<file path="config.mk">
export PLATFORM = sky130hd
export DESIGN_NAME = arbitro_rr_4a1
export DESIGN_NICKNAME = d
export VERILOG_FILES = /design/src/rtl/arbitro_pkg.sv /design/src/rtl/arbitro_rr_picker.sv /design/src/rtl/arbitro_rr_4a1.sv
export SDC_FILE = /design/constraint.sdc
export NUM_CORES = 1
export LEC_CHECK = 0
export CORE_AREA = 2 2 60 62
export DETAILED_ROUTE_END_ITERATION = 8
export DIE_AREA = 0 0 62 64
export PLACE_DENSITY_LB_ADDON = 0.1
export SETUP_SLACK_MARGIN = 0.2
export SLEW_MARGIN = 15
export SYNTH_ARGS = -nofsm -noshare
export SYNTH_HDL_FRONTEND = slang
export SYNTH_SLANG_ARGS = --single-unit
export TNS_END_PERCENT = 10
</file>
<file path="constraint.sdc">
create_clock -name clk -period 3.3 [get_ports clk]
set_input_delay 0.99 -clock clk [delete_from_list [all_inputs] [get_ports clk]]
set_output_delay 0.99 -clock clk [all_outputs]
set_load 0.1 [all_outputs]
</file>
<file path="src/rtl/arbitro_pkg.sv">
// Shared constants, state encoding and helpers for the 4-to-1 round-robin FIFO drain.
package arbitro_pkg;

    localparam int WORD_SIZE_DEF = 12;
    localparam int FIFO_UNITS    = 4;
    localparam int BURST_DEF     = 4;
    localparam int BURST_CNT_W   = 4;

    typedef enum logic {
        IDLE  = 1'b0,
        SERVE = 1'b1
    } state_t;

    // Source index that lies 'step' positions after 'base', wrapping modulo 4.
    function automatic logic [1:0] rr_offset(input logic [1:0] base, input int step);
        return base + 2'(step);
    endfunction

endpackage

</file>
<file path="src/rtl/arbitro_rr_picker.sv">
// Combinational round-robin pick: first requester after 'last', with 'last' itself searched last.
module rr_picker
    import arbitro_pkg::*;
(
    input  logic [3:0] req,
    input  logic [1:0] last,
    output logic [1:0] idx,
    output logic       any
);

    // Walk from farthest to nearest so the nearest requester is the one that sticks.
    always_comb begin
        idx = last;
        any = 1'b0;
        for (int k = FIFO_UNITS; k >= 1; k--) begin
            if (req[rr_offset(last, k)]) begin
                idx = rr_offset(last, k);
                any = 1'b1;
            end
        end
    end

endmodule

</file>
<file path="src/rtl/arbitro_rr_4a1.sv">
// Round-robin scheduler draining four source FIFOs into one downstream FIFO, in bursts of up
// to BURST words per grant, with a two-stage registered path from pop to push.
module arbitro_rr_4a1
    import arbitro_pkg::*;
#(
    parameter int WORD_SIZE = WORD_SIZE_DEF,
    parameter int BURST     = BURST_DEF
) (
    input  logic                   clk,
    input  logic                   reset,
    input  logic [3:0]             fifo_empty,
    input  logic [4*WORD_SIZE-1:0] data_in,
    input  logic                   out_almost_full,
    output logic [3:0]             pop,
    output logic [WORD_SIZE-1:0]   data_out,
    output logic                   push,
    output logic [1:0]             grant_id,
    output logic                   busy
);

    // Handshake: pop[g] is a combinational read strobe, only ever raised while source g is
    // non-empty and downstream is not almost full; the read word appears on data_in one cycle
    // later. push/data_out form a registered write strobe with no ready: downstream must keep
    // at least two free entries when it raises out_almost_full.

    state_t                 state_q, state_d;
    logic [1:0]             grant_d;
    logic [BURST_CNT_W-1:0] burst_cnt_q, burst_cnt_d;
    logic [1:0]             last_grant_q, last_grant_d;

    logic [3:0] req;
    logic [1:0] pick_last;
    logic [1:0] pick_idx;
    logic       pick_any;
    logic       cur_empty;
    logic       burst_last;

    logic                 pop_d;
    logic [1:0]           g_d;
    logic [WORD_SIZE-1:0] src_word [FIFO_UNITS];

    assign req        = ~fifo_empty;
    assign cur_empty  = fifo_empty[grant_id];
    assign burst_last = (burst_cnt_q == BURST_CNT_W'(BURST - 1));
    assign busy       = (state_q == SERVE);

    // While serving, the next pick starts after the current grant, which becomes last_grant
    // on the same edge the rotation happens.
    assign pick_last = (state_q == SERVE) ? grant_id : last_grant_q;

    rr_picker u_picker (
        .req  (req),
        .last (pick_last),
        .idx  (pick_idx),
        .any  (pick_any)
    );

    always_comb begin
        state_d      = state_q;
        grant_d      = grant_id;
        burst_cnt_d  = burst_cnt_q;
        last_grant_d = last_grant_q;
        pop          = '0;
        case (state_q)
            IDLE: begin
                if (pick_any) begin
                    state_d     = SERVE;
                    grant_d     = pick_idx;
                    burst_cnt_d = '0;
                end
            end
            SERVE: begin
                // A stall freezes everything, including rotation away from an emptied source.
                if (!out_almost_full) begin
                    if (!cur_empty) begin
                        pop[grant_id] = 1'b1;
                    end
                    if (cur_empty || burst_last) begin
                        last_grant_d = grant_id;
                        burst_cnt_d  = '0;
                        if (pick_any) begin
                            grant_d = pick_idx;
                        end else begin
                            state_d = IDLE;
                        end
                    end else begin
                        burst_cnt_d = burst_cnt_q + BURST_CNT_W'(1);
                    end
                end
            end
            default: begin
                state_d = IDLE;
            end
        endcase
    end

    always_ff @(posedge clk or posedge reset) begin
        if (reset) begin
            state_q      <= IDLE;
            grant_id     <= 2'd0;
            burst_cnt_q  <= '0;
            last_grant_q <= 2'd3;
        end else begin
            state_q      <= state_d;
            grant_id     <= grant_d;
            burst_cnt_q  <= burst_cnt_d;
            last_grant_q <= last_grant_d;
        end
    end

    for (genvar i = 0; i < FIFO_UNITS; i++) begin : g_src
        assign src_word[i] = data_in[i*WORD_SIZE +: WORD_SIZE];
    end

    // Stage 1 remembers which source was read; stage 2 captures that source's word.
    always_ff @(posedge clk or posedge reset) begin
        if (reset) begin
            pop_d    <= 1'b0;
            g_d      <= 2'd0;
            push     <= 1'b0;
            data_out <= '0;
        end else begin
            pop_d    <= |pop;
            g_d      <= grant_id;
            push     <= pop_d;
            data_out <= src_word[g_d];
        end
    end

endmodule

</file>
==> impl_metrics.env <==
export IMPL_cellPowerDensity_nw_per_um2=979
export IMPL_internal_power_mw=0.977
export IMPL_antenna_found_initial=0
export IMPL_cp_max_fo=3
export IMPL_critical_path_class="input pin to primary output"
export IMPL_cts_clk_slew_worst_paths_ns=0.12
export IMPL_antenna_left=0
export IMPL_clock_root_buffer="clkbuf_4"
export IMPL_die_w_microns=62
export IMPL_crit_cells=5
export IMPL_cp_num_buf_inv=2
export IMPL_postSynthCellCount=96
export IMPL_fmax_ghz=0.319
export IMPL_setup_tns_ns=0
export IMPL_rows=21
export IMPL_ir_worst_vdd_mv=0.490
export IMPL_io_pins=75
export IMPL_syn_to_final_growth_pct=70.8
export IMPL_hold_viol=0
export IMPL_grt_pass1_wl_mm=5.55
export IMPL_crit_path_max_incr_delay_ns=0.51
export IMPL_wl_per_cell_microns=14.3
export IMPL_grt_use_met3_pct=5.26
export IMPL_port_buffers=74
export IMPL_layout_drive_gt1_share_pct=38.2
export IMPL_cts_htree_levels=1
export IMPL_post_synth_cell_area_avg_sq_um=13.6
export IMPL_critPathTopFamily="multiplexers"
export IMPL_num_vias=1128
export IMPL_grt_pass1_vias=1244
export IMPL_yosys_warnings=0
export IMPL_cp_required_ns=2.31
export IMPL_hold_buffers=0
export IMPL_clock_power_share_pct=6.0
export IMPL_p_sw_mw=1.20
export IMPL_yosys_top_cells_count="dfrtp_1, mux4_2, nor2_1"
export IMPL_fin_crit_sh_pct=94.9
export IMPL_skew_ns=0.00114
export IMPL_synth_ff_type="dfrtp_1"
export IMPL_drc_errors=0
export IMPL_grt_use_met2_pct=32.8
export IMPL_cts_sinks=25
export IMPL_synth_top_cell_area_share_pct=44.2
export IMPL_cts_made_buffers=3
export IMPL_die_area_sq_um=3970
export IMPL_synth_cell_types=34
export IMPL_hp_class="register to register"
export IMPL_synth_top_cell_by_area="dfrtp_1"
export IMPL_final_core_util_pct=67.7
export IMPL_ys_seq_elements=25
export IMPL_worstReg2RegStart="grant_id[1]"
export IMPL_synth_enable_flop_cells=0
export IMPL_hpwlAfterDp_mm=2.66
export IMPL_fin_crit_ns=3.13
export IMPL_rsz0062_at_grt="yes"
export IMPL_cp_startpoint="fifo_empty[3]"
export IMPL_wirelength_mm=3.20
export IMPL_worstRegToRegCells=5
export IMPL_placed_area_sq_um=2180
export IMPL_grt_busiest_layer="met2"
export IMPL_power_frac_comb_pct=65.5
export IMPL_outcome="finished, final reports clean"
export IMPL_crit_end="pop[3]"
export IMPL_arrival_ns=2.14
export IMPL_timing_rr_end="grant_id[1]"
export IMPL_dp_cells=220
export IMPL_grt_overflow=0
export IMPL_grt_usage_pct=18.7
export IMPL_ctsLongestPathBuffers=2
export IMPL_setup_viol=0
export IMPL_drv_slew=0
export IMPL_cp_start_kind="input pin"
export IMPL_synthMostInstantiatedCell="dfrtp_1"
export IMPL_seq_area_frac_synth_pct=48.3
export IMPL_synth_area_top_cells="dfrtp_1, mux4_2, mux2_2"
export IMPL_globalplace_congestion=0.803
export IMPL_grt_max_degree=26
export IMPL_slowest_stage="mux4_2"
export IMPL_r2r_slack_ns=1.07
export IMPL_clkLatencyLatePin_ns=0.31
export IMPL_use_met1_pct=21.3
export IMPL_core_area_sq_um=3280
export IMPL_fp_dieH_microns=64
export IMPL_whs_ns=0.370
export IMPL_switching_share_pct=55.1
export IMPL_maxCapViolCount=0
export IMPL_slew_headroom_pct=39.5
export IMPL_cts_tree="yes"
export IMPL_initial_core_util_pct=39.6
export IMPL_vias_per_cell=5.04
export IMPL_final_area_sq_um=2220
export IMPL_worst_pin_slew_ns=0.906
export IMPL_instances_no_fill=224
export IMPL_synth_fp_nets=152
export IMPL_syn_area_sq_um=1300
export IMPL_seq_power_share_pct=28.5
export IMPL_final_nets=235
export IMPL_antenna_cells=0
export IMPL_synthArstFlopShare_pct=100
export IMPL_endpoint_kind="primary output"
export IMPL_drt_first_pass_iters=4
export IMPL_drtIter0Drc=30
export IMPL_p_leak_nw=0.934
export IMPL_crit_chain="buf_6 > mux4_2 > nor2_4 > and3_2 > buf_12"
## routing by layer
metal  routed length, microns  vias up
li1                         -      531
met5                        0        -
met4                       66        0
met1                     1150      547
met3                      241        6
met2                     1740       44
## how the worst min path moves through the flow
| stage | slack [ns] | depth (start not counted) | endpoint | start |
|---|---|---|---|---|
| after global placement | 0.33 | 0 | push | pop_d |
| after floorplan | 0.33 | 0 | push | pop_d |
| after global routing | 0.38 | 0 | push | pop_d |
| final | 0.37 | 0 | push | pop_d |
| after detailed placement | 0.35 | 0 | push | pop_d |
| after CTS | 0.38 | 0 | push | pop_d |
## per-stage QoR
stage / total power [mW] / setup WS [ns]
6_report: 2.18 / 0.170
5_1_grt: 2.29 / 0.146
4_1_cts: 2.20 / 0.176
3_5_place_dp: 2.06 / -0.201
3_3_place_gp: 2.03 / -0.152
2_1_floorplan: 1.70 / 0.0587
## flip-flops by register name, indices dropped and copies added, names as in the netlist
name          count
burst_cnt_q       4
last_grant_q      2
pop_d             1
busy              1
g_d               2
data_out         12
grant_id          2
push              1
## area by class of cell
cell class	count	area, sq um
fillers	267	1060
repair buffers	81	798
multi-input cells	62	686
flip-flops and latches	25	632
well taps	46	57.6
clock buffers	4	26.3
inverters	6	22.5
## cell families (layout without fill, tap and decap cells)
| family | count (synthesis) | in the layout | share of synthesized area, % |
|---|---|---|---|
| flops | 25 | 25 | 48.3 |
| fa+ha+maj | 1 | 1 | 0.961 |
| buf+inv | 9 | 91 | 3.27 |
| mux | 20 | 20 | 28.5 |
| simple gates | 27 | 27 | 11.3 |
| compound gates | 14 | 14 | 7.69 |
## power by group through the flow
stage / Combinational [mW] / Clock, mW / Sequential (mW)
after global routing: 1.49 / 0.149 / 0.655
final: 1.43 / 0.130 / 0.621
after floorplan: 0.476 / 0 / 1.23
after global placement: 1.41 / 0 / 0.622
after CTS: 1.43 / 0.136 / 0.630
after detailed placement: 1.43 / 0 / 0.635
## cells in the final DEF, fill, tap and decap left out, drive strengths merged
| cell type | n |
|---|---|
| nand3 | 4 |
| a22o | 1 |
| or3 | 1 |
| nor4b | 1 |
| dfstp | 2 |
| o311ai | 1 |
| a31oi | 1 |
| and4 | 1 |
| a21oi | 2 |
| a211o | 1 |
| ha | 1 |
| o22ai | 1 |
| and3 | 1 |
| inv | 6 |
| a21boi | 1 |
| clkdlybuf4s50 | 50 |
| o22a | 2 |
| or2 | 1 |
| nor3b | 1 |
| nor2 | 7 |
| a31o | 1 |
| mux2i | 1 |
| o21ai | 2 |
| dfrtp | 23 |
| mux2 | 6 |
| o31ai | 1 |
| mux4 | 13 |
| nand2b | 1 |
| buf | 31 |
| nor4 | 2 |
| nand2 | 6 |
| and2 | 1 |
| clkbuf | 4 |
## timing repair
item | in CTS | in global routing
resized for setup | 18 | 4
endpoints found under the hold margin | 0 | 0
setup buffers | 0 | 0
pin swaps | 3 | 2
endpoints found under the setup margin | 3 | 3
Power figures use the tool's default switching activity.
